[src/rtl/imem_loader.sv]
// imem_loader: packs a big-endian byte stream (length word N, then N words) into
// 32-bit code memory writes, then releases the core with core_en.
module imem_loader #(
    parameter int ADDR_W = 5,
    parameter int DATA_W = 32
) (
    input  logic              clk,
    input  logic              rst,
    input  logic              start,
    input  logic [7:0]        s_data,
    input  logic              s_valid,
    output logic              s_ready,
    output logic              mem_we,
    output logic [ADDR_W-1:0] mem_addr,
    output logic [DATA_W-1:0] mem_wdata,
    output logic              core_en,
    output logic              busy,
    output logic              err,
    output logic [ADDR_W:0]   words_loaded
);
    localparam int DEPTH = 2 ** ADDR_W;
    typedef enum logic [2:0] {IDLE, LEN, LOAD, DONE, ERR} state_t;
    state_t state, state_nx;
    logic [1:0] cnt;
    logic [DATA_W-9:0] sh;
    logic [ADDR_W:0] n;
    logic fin, acc, last, start_ok;
    logic [DATA_W-1:0] word;
    // fin marks the final word as captured; it closes s_ready during that write
    assign s_ready = state == LEN || (state == LOAD && !fin);
    assign acc = s_valid && s_ready;
    assign last = acc && cnt == 2'd3;
    assign word = {sh, s_data};
    assign busy = state == LEN || state == LOAD;
    assign core_en = state == DONE;
    assign err = state == ERR;
    assign start_ok = start && (state == IDLE || state == DONE || state == ERR);
    always_ff @(posedge clk or posedge rst)
        if (rst) state <= IDLE;
        else state <= state_nx;
    always_comb begin
        state_nx = state;
        unique case (state)
            IDLE, DONE, ERR: if (start) state_nx = LEN;
            LEN: if (last) state_nx = word == '0 ? DONE : word > DATA_W'(DEPTH) ? ERR : LOAD;
            LOAD: if (mem_we && fin) state_nx = DONE;
            default: state_nx = IDLE;
        endcase
    end
    always_ff @(posedge clk or posedge rst)
        if (rst) begin
            cnt <= '0;
            sh <= '0;
            n <= '0;
            fin <= 1'b0;
            mem_we <= 1'b0;
            mem_addr <= '0;
            mem_wdata <= '0;
            words_loaded <= '0;
        end else begin
            mem_we <= state == LOAD && last;
            if (acc) begin
                cnt <= cnt + 2'd1;
                sh <= word[DATA_W-9:0];
            end
            if (state == LEN && last) n <= word[ADDR_W:0];
            if (state == LOAD && last) begin
                mem_addr <= words_loaded[ADDR_W-1:0];
                mem_wdata <= word;
                fin <= words_loaded + {{ADDR_W{1'b0}}, 1'b1} == n;
            end
            if (mem_we) words_loaded <= words_loaded + {{ADDR_W{1'b0}}, 1'b1};
            if (start_ok) begin
                cnt <= '0;
                sh <= '0;
                fin <= 1'b0;
                words_loaded <= '0;
            end
        end
endmodule

[config.mk]
export PLATFORM = sky130hd
export DESIGN_NAME = imem_loader
export DESIGN_NICKNAME = d
export VERILOG_FILES = /design/src/rtl/imem_loader.sv
export SDC_FILE = /design/constraint.sdc
export NUM_CORES = 1
export LEC_CHECK = 0
export ABC_CLOCK_PERIOD_IN_PS = 6650
export BUFFER_PORTS_ARGS = -buffer_cell sky130_fd_sc_hd__buf_2
export CAP_MARGIN = 25
export CORE_MARGIN = 5
export CORE_UTILIZATION = 30
export DETAILED_ROUTE_END_ITERATION = 6
export GPL_ROUTABILITY_DRIVEN = 0
export PLACE_DENSITY_LB_ADDON = 0.05
export RECOVER_POWER = 100
export SLEW_MARGIN = 20
export SYNTH_ARGS = -nofsm -noshare
export SYNTH_HDL_FRONTEND = slang
export SYNTH_SLANG_ARGS = --single-unit
[constraint.sdc]
create_clock -name clk -period 6.65 [get_ports clk]
set_input_delay 0.665 -clock clk [delete_from_list [all_inputs] [get_ports clk]]
set_output_delay 0.665 -clock clk [all_outputs]
set_load 0.01 [all_outputs]
Word level (Yosys, flattened, before mapping)
Index checks and enable logic that the tools add are counted.
- flip-flop bits (word level): 80
- output and inout port bits: 48
- word-level logic and storage cells: 54
- add/subtract/negate cells: 2
- magnitude comparators: 1
- eq/ne operators: 9
- mux-type cells: 14
- reduce and logical (&&, ||, !) cells: 19
- operators by type and width (kind ; number):
    2-to-1 mux 24 bit ; 2
    greater-than comparator 32 x 6 -> 1 bit, second input constant ; 1
    zero test 32 bit ; 1
    2-to-1 mux 3 bit ; 5
    2-to-1 mux 6 bit ; 2
    case mux 3 bit (3 select lines) ; 1
    logical AND 1 bit ; 7
    adder 6 x 1 -> 6 bit, second input constant ; 1
    == test 3 x 2 -> 1 bit, second input constant ; 2
    == test 6 bit ; 1
    nonzero test 2 bit ; 3
    logical OR 1 bit ; 4
    2-to-1 mux 2 bit ; 2
    != test 2 bit, second input constant ; 2
    == test 3 x 1 -> 1 bit, second input constant ; 1
    == test 3 bit, second input constant ; 1
    zero test 3 bit ; 1
    AND reduction 3 bit ; 1
    OR reduction 3 bit ; 1
    adder 2 x 1 -> 2 bit, second input constant ; 1
    == test 2 bit, second input constant ; 1
    2-to-1 mux 1 bit ; 2
    != test 2 x 1 -> 1 bit, second input constant ; 1
    zero test 1 bit ; 1

Logic depth before layout (Yosys ltp)
Gate-level depths: netlist of the first run.
- word-level depth: 8
- depth in mapped cells: 7
- depth with buffers taken out: 6

Worst setup path before layout of the first run
Ideal clock, no wire load.
- kind: input to register
- from: input s_valid
- to: register mem_wdata[0]
- data arrival time: 1.712 ns
- data required time: 6.525 ns
- setup slack: 4.813 ns
- stages on the path: 5
- buffers on the path: 2
- cells stage by stage: nand2_1 -> nor4b_4 -> buf_4 -> buf_4 -> mux2_2
- cells in the longest elaborated chain, start to end: 3
- RTL lines (item ; line ; RTL):
    from (decl) ; 11 ; input logic s_valid,
    logical AND 1 bit ; 31 ; assign acc = s_valid && s_ready;
    logical AND 1 bit ; 32 ; assign last = acc && cnt == 2'd3;
    logical AND 1 bit ; 67 ; if (state == LOAD && last) begin
    to (signal assigned) ; 69 ; mem_wdata <= word;
    to (decl) ; 15 ; output logic [DATA_W-1:0] mem_wdata,
No other way between the ends.
A chain may end at the register's enable or synchronous reset.

Worst setup path after layout of the first run
- from: register state[1]
- to: register fin
- cells in the longest elaborated chain, start to end: 7
- RTL lines (item ; line ; RTL):
    from (decl) ; 23 ; state_t state, state_nx;
    from (signal assigned) ; 40 ; else state <= state_nx;
    == test 3 x 2 -> 1 bit ; 30, 67 ;
    logical AND 1 bit ; 30 ; assign s_ready = state == LEN || (state == LOAD && !fin);
    logical OR 1 bit ; 30 ;
    logical AND 1 bit ; 31 ;
    logical AND 1 bit ; 32 ;
    logical AND 1 bit ; 67 ;
    nonzero test 2 bit (no line) ; - ;
    to (signal assigned) ; 70 ; fin <= words_loaded + {{ADDR_W{1'b0}}, 1'b1} == n;
    to (decl) ; 27 ; logic fin, acc, last, start_ok;
Parallel ways exist; a longest one is shown, timed or not.

==> summary.md, run 1 <==
| Metric | Value |
|---|---|
| Die Span X | approximately 120 µm |
| Worst hold path type | reg2reg |
| Failing checks | capacitance limit, slew limit |
| Critical path buffer and inverter count | 1 |
| Worst slew pin tran | between 2 and 2.5 ns |
| Final Total Pwr | between 1 and 1.5 mW |
| Pwr dens | 346.0 nW/µm² |
| Most common cell after layout, fill and taps aside | dfrtp_1 |
| Max Clock Skew | 0.01104 ns |
| Vias | between 2000 and 2500 |
| Core box area | between 10000 and 15000 µm² |
| Max Freq | 299.9 MHz |
| Vias in the first global route | roughly 2500 |
| Wire per inst | 15.51 µm |
| Register area share after synthesis | 0.5745 |
| Non-filler cells, final | a little over 500 |
| Met1 Usage GRT | 0.1779 |
| Number of max-cap violations | 3 |
| Unique masters post-synth | 40 |
| Routed WL | approximately 8000 µm |
| Hold buffer count at CTS | 0 |
| Initial DRC count | ~110 |
| Final instance area | roughly 4200 µm² |
| Synth async-reset ratio | 1.000 |
| Leakage power total | about 1.9 nW |
| 1st-pass router iterations | 4 |
| FP Rows | 39 |
| Worst skew pair latency | around 0.33 ns |
| Fin Setup TNS | 0 ns |
| Initial core utilization | 0.3052 |
| Worst EP required | roughly 7 ns |
| Sequence of cells on the critical path | nor2b_1, nor4b_1, clkbuf_1, nand4_1, o21bai_1, o41ai_2 |
| Num CTS Buffers | 9 |
| Layout cell share with drive strength beyond 1 | 0.1872 |
| R2R Setup Slk | between 3 and 4 ns |
| First-pass GRT wire length | about 14000 µm |
| Synthesized flop and latch total | 80 |
| CTS tree | built |
| Resized cells post-CTS | 0 |
| # setup viols final | 0 |
| Setup CP Type | reg2reg |
| Fin crit share | 0.5014 |
| CTS clk-pin slew, worst paths | ~0.060 ns |
| RSZ-0062 raised after global routing | no |
| Placed Area | roughly 4000 µm² |
| Met3 usage | 0.03652 |
| Post-DP HPWL | ~5500 µm |
| Initial antenna violation count | 0 |
| CP max stage delay | ~1.6 ns |
| Syn nets | about 330 |
| DRC | 0 |
| # IOs | 60 |
| Netlist Area Pre-Place | about 3500 µm² |
| Detail Route Antenna Nets | 0 |
| Synth Flop Type | dfrtp_1 |
| # Post-CTS Setup Buffers | 0 |
| Max-Slew Margin vs Limit | -0.5268 |
| Clk sink count | 80 |
| Final Hold Violating Endpoints | 0 |
| Most frequent cells in the layout | dfrtp_1 (80), clkbuf_1 (50), mux2_2 (37), o21ai_0 (33), nand3_1 (30) |
| N_diodes | 0 |
| Critical path's top delay family | buffers and inverters |
| Number of flops mapped to enable cells by yosys | 0 |
| Mapped Cells | 311 |
| VDD IR-drop max | approximately 0.15 mV |
| CTS Buffer Depth | 2 |
| CP Launch Type | flop |
| Chip height | between 100 and 150 µm |
| Total global routing overflow | 0 |
| Clock root buffer | clkbuf_16 |
| Core Util, Final | 0.3648 |
| Post-Syn Area per Cell | about 11 µm² |
| Global routing's busiest layer | met1 |
| Endpoint type of the worst setup path | flop |
| Yosys warns | 0 |
| Largest net degree at the start of global routing | 53 |
| Outcome | finished with violations |
| Place WS | about 4.4 ns |
| Slew Viols, Final | 133 |
| Met2 Resource Use GR | 0.1754 |
| Final setup margin | ~3.3 ns |
| Slowest CP cell | clkbuf_1 |
| Vias per inst | about 4.7 |
| Hold WS | 0.5040 ns |
| Area delta synth->final | 19.53% |
| Placed Cells | 501 |
| CTS H-tree depth | 3 |
| # port buffers | 59 |
| Total die area | approximately 14000 µm² |
| Min Tclk post-route | between 3 and 4 ns |
| Worst EP arrival | ~3.6 ns |
| CP max FO | 39 |
| Nets | 383 |
| Total GRT Usage | 0.1209 |
[worst register-to-register path: cells and delay by family (launching register included)]
family,cells,cell delay [ns]
compound gates,2,0.45
simple gates,3,0.71
buf+inv,1,1.58
flops,1,0.50
[path summary, 6_finish.rpt]
| check | start | end | cells after the start |
|---|---|---|---|
| setup / recovery | state[1]$_DFFE_PP0P_ | fin$_DFFE_PP0P_ | 6 |
| hold / removal | mem_addr[4]$_DFFE_PP0P_ | mem_addr[4]$_DFFE_PP0P_ | 1 |
| setup reg to reg | state[1]$_DFFE_PP0P_ | fin$_DFFE_PP0P_ | 6 |
| hold reg to reg | mem_addr[4]$_DFFE_PP0P_ | mem_addr[4]$_DFFE_PP0P_ | 1 |
| max in group asynchronous | rst | mem_wdata[23]$_DFFE_PP0P_ | 3 |
| min in group asynchronous | rst | mem_wdata[16]$_DFFE_PP0P_ | 3 |
[cells by family (layout without fill, tap and decap cells)]
group                    after synthesis  in the layout  share of synthesized area
AO/OA/AOI/OAI                         51             51                    0.08690
XOR/XNOR                              13             13                    0.03268
adder cells (fa/ha/maj)                2              2                   0.007180
buffers and inverters                 45            108                    0.05242
flip-flops                            80             80                     0.5745
multiplexers                          38             38                     0.1224
AND/OR/NAND/NOR                       82             82                     0.1239
[report_power, final]
group / switching [mW] / leakage, nW / total [mW] / internal (mW)
Sequential: 0.101 / 1.10 / 0.669 / 0.567
Combinational: 0.154 / 0.682 / 0.259 / 0.105
Clock: 0.199 / 0.152 / 0.513 / 0.314
[cells in the mapped netlist (2+ instances only)]
master	instances	share of area
xor2_1	7	0.018
inv_1	28	0.030
and2_1	2	0.0036
dfrtp_1	80	0.57
nand4_1	5	0.0090
nand3_1	30	0.043
clkbuf_1	10	0.011
ha_1	2	0.0072
nand2_1	16	0.017
o21a_1	2	0.0043
nor2_1	13	0.014
nand2b_1	2	0.0036
mux2_2	37	0.12
buf_2	5	0.0072
a21oi_1	4	0.0057
nor4_1	6	0.011
o21ai_0	32	0.046
o21bai_1	2	0.0043
xnor2_1	6	0.015
buf_4	2	0.0043
[flip-flops by register name, indices dropped and copies added, names as in the netlist]
signal,flops
mem_we,1
state,3
cnt,2
words_loaded,6
fin,1
mem_addr,5
n,6
sh,24
mem_wdata,32
[routing by layer]
layer  up-vias  share of wire
met2        52           0.44
met1      1175           0.51
met3         2          0.046
li1       1186              -
met4         0         0.0056
met5         -              0
[area by class of cell]
cell class,instances,area (µm²)
inverter,28,106.4
timing repair buffer,64,282.8
clock inverter,5,63.81
tap,143,178.9
sequential,80,2002
clock buffer,11,252.7
multi-input combinational,186,1279
fill,1224,7253
(Power assumes the default switching activity.)
==> run 2, diff against run 1 <==
--- a/config.mk
+++ b/config.mk
@@ -5,7 +5,7 @@
 export SDC_FILE = /design/constraint.sdc
 export NUM_CORES = 1
 export LEC_CHECK = 0
-export ABC_CLOCK_PERIOD_IN_PS = 6650
+export ABC_CLOCK_PERIOD_IN_PS = 2850
 export BUFFER_PORTS_ARGS = -buffer_cell sky130_fd_sc_hd__buf_2
 export CAP_MARGIN = 25
 export CORE_MARGIN = 5
==> constraint.sdc (replaced) <==
create_clock -name clk -period 2.85 [get_ports clk]
set_input_delay 0.285 -clock clk [delete_from_list [all_inputs] [get_ports clk]]
set_output_delay 0.285 -clock clk [all_outputs]
set_load 0.01 [all_outputs]
==> summary.md, run 2 (synthesis gave the netlist of run 1 again) <==
| Metric | Value |
|---|---|
| Placed Cells | 500 |
| Hold endpoint | mem_wdata[4]$_DFFE_PP0P_ |
| Hold buffer count at CTS | 0 |
| Largest Register | mem_wdata |
| Max-Slew Margin vs Limit | -0.07861 |
| Worst EP required | approximately 3 ns |
| CP max FO | 39 |
| Worst EP arrival | 2.41 ns |
| Wire per inst | around 16 µm |
| Wire length on met3 | roughly 370 µm |
| Chip height | 117.8 µm |
| Routed WL | roughly 8000 µm |
| Vias | 2403 |
| R2R Setup Slk | between 0.6 and 0.7 ns |
| CTS Buffer Depth | 2 |
| Max Clock Skew | roughly 0.0088 ns |
| CP Launch Type | flop |
| Endpoint type of the worst setup path | flop |
| CTS clk-pin slew, worst paths | roughly 0.06 ns |
| Worst hold path type | in2reg |
| Largest register FFs | 32 |
| Total global routing overflow | 0 |
| Biggest regs | mem_wdata x32, sh x24 |
| Outcome | finished with violations |
| Min Tclk post-route | ~2.2 ns |
| RSZ-0062 raised after global routing | no |
| Fin Setup TNS | 0 ns |
| Fin crit share | 0.7732 |
| Total GRT Usage | 0.1223 |
| Vias per inst | around 4.7 |
| Final Hold Violating Endpoints | 0 |
| Number of max-cap violations | 1 |
| Met1 WL | between 4000 and 5000 µm |
| Core box area | roughly 11000 µm² |
| Total die area | roughly 14000 µm² |
| Worst slew pin tran | about 1.6 ns |
| First-pass GRT wire length | about 14000 µm |
| # Post-CTS Setup Buffers | 0 |
| Num CTS Buffers | 9 |
| Non-filler cells, final | 516 |
| WL met2 | about 3400 µm |
| RR Endpoint | fin$_DFFE_PP0P_ |
| Pwr dens | between 800 and 900 nW/µm² |
| Initial core utilization | 0.3052 |
| WHS Path Cells | 2 |
| Most frequent cells in the layout | dfrtp_1 (80), clkbuf_1 (48), mux2_2 (37), o21ai_0 (33), nand3_1 (30) |
| VDD IR-drop max | about 0.27 mV |
| Hold Crit Start | s_data[4] |
| Resized cells post-CTS | 0 |
| Setup CP Type | reg2reg |
| Vias in the first global route | ~2600 |
| Layout cell share with drive strength beyond 1 | 0.1877 |
| FP Rows | 39 |
| Area delta synth->final | 20.00% |
| # setup viols final | 0 |
| Most common cell after layout, fill and taps aside | dfrtp_1 |
| Worst skew pair latency | approximately 0.33 ns |
| Die Span X | around 120 µm |
| N_diodes | 0 |
| Post-DP HPWL | 5459 µm |
| Nets | between 300 and 400 |
| CTS tree | built |
| Worst r2r src | state[1]$_DFFE_PP0P_ |
| Failing checks | capacitance limit, slew limit |
| Slew Viols, Final | 34 |
| DRC | 0 |
| Fillcell total | about 1200 |
| Initial antenna violation count | 0 |
| Max Freq | about 450 MHz |
| Clk sink count | 80 |
| Leakage power total | between 1.5 and 2 nW |
| # IOs | 60 |
| CTS H-tree depth | 3 |
| Reg2reg path depth | 6 |
| Detail Route Antenna Nets | 0 |
| Clock root buffer | clkbuf_16 |
| Initial DRC count | between 100 and 150 |
| Largest net degree at the start of global routing | 53 |
| # port buffers | a little under 60 |
| 1st-pass router iterations | 4 |
| Top Layer Used | met4 |
[run 2: per-stage QoR]
step	area (µm²)	util	total power, mW	hold slack (ns)	setup slack (ns)
after CTS	4272	0.3741	3.575	0.02876	0.7547
after floorplan	3485	-	1.979	0.4076	0.5133
after global placement	3925	0.3437	2.207	0.3874	0.8624
after global routing	4182	0.3662	3.723	0.2023	0.3796
after detailed placement	3925	0.3437	2.219	0.3890	0.7958
final	4182	0.3662	3.484	0.2032	0.6465
[run 2: worst max-delay path by stage]
stage	depth (start not counted)	endpoint	slack (ns)	from
final	6	fin$_DFFE_PP0P_	0.65	state[1]$_DFFE_PP0P_
after global routing	6	fin$_DFFE_PP0P_	0.38	state[1]$_DFFE_PP0P_
after CTS	7	fin$_DFFE_PP0P_	0.75	cnt[0]$_DFFE_PP0P_
after detailed placement	6	fin$_DFFE_PP0P_	0.80	state[1]$_DFFE_PP0P_
after global placement	7	fin$_DFFE_PP0P_	0.86	cnt[0]$_DFFE_PP0P_
after floorplan	1	cnt[0]$_DFFE_PP0P_	0.51	rst
[run 2: critical path, cell delays in order, from the launching register on]
cell and delay [ns]:
dfrtp_1 0.46, nor2b_1 0.23, nor4b_1 0.26, buf_4 0.48, nand4_1 0.14, o21bai_1 0.19, o41ai_1 0.28
[run 2: area by class of cell]
class / count / area (µm²) / area share
Clock buffer: 11 / 242.7 / 0.05805
Clock inverter: 5 / 103.9 / 0.02484
Inverter: 28 / 106.4 / 0.02543
Multi-Input combinational cell: 186 / 1271 / 0.3040
Sequential cell: 80 / 2002 / 0.4788
Tap cell: 143 / 178.9 / 0.04279
Timing Repair Buffer: 63 / 276.5 / 0.06613
[run 2: power by group]
part	switching [mW]	total, mW	internal [mW]
clock	0.444	1.32	0.880
sequential	0.232	1.56	1.32
combinational	0.361	0.604	0.243
[run 2: layer usage]
metal | global-route usage | up-vias
met5 | 0 | -
met4 | 0.02867 | 0
met3 | 0.04325 | 11
met2 | 0.1793 | 57
met1 | 0.1735 | 1145
li1 | - | 1190
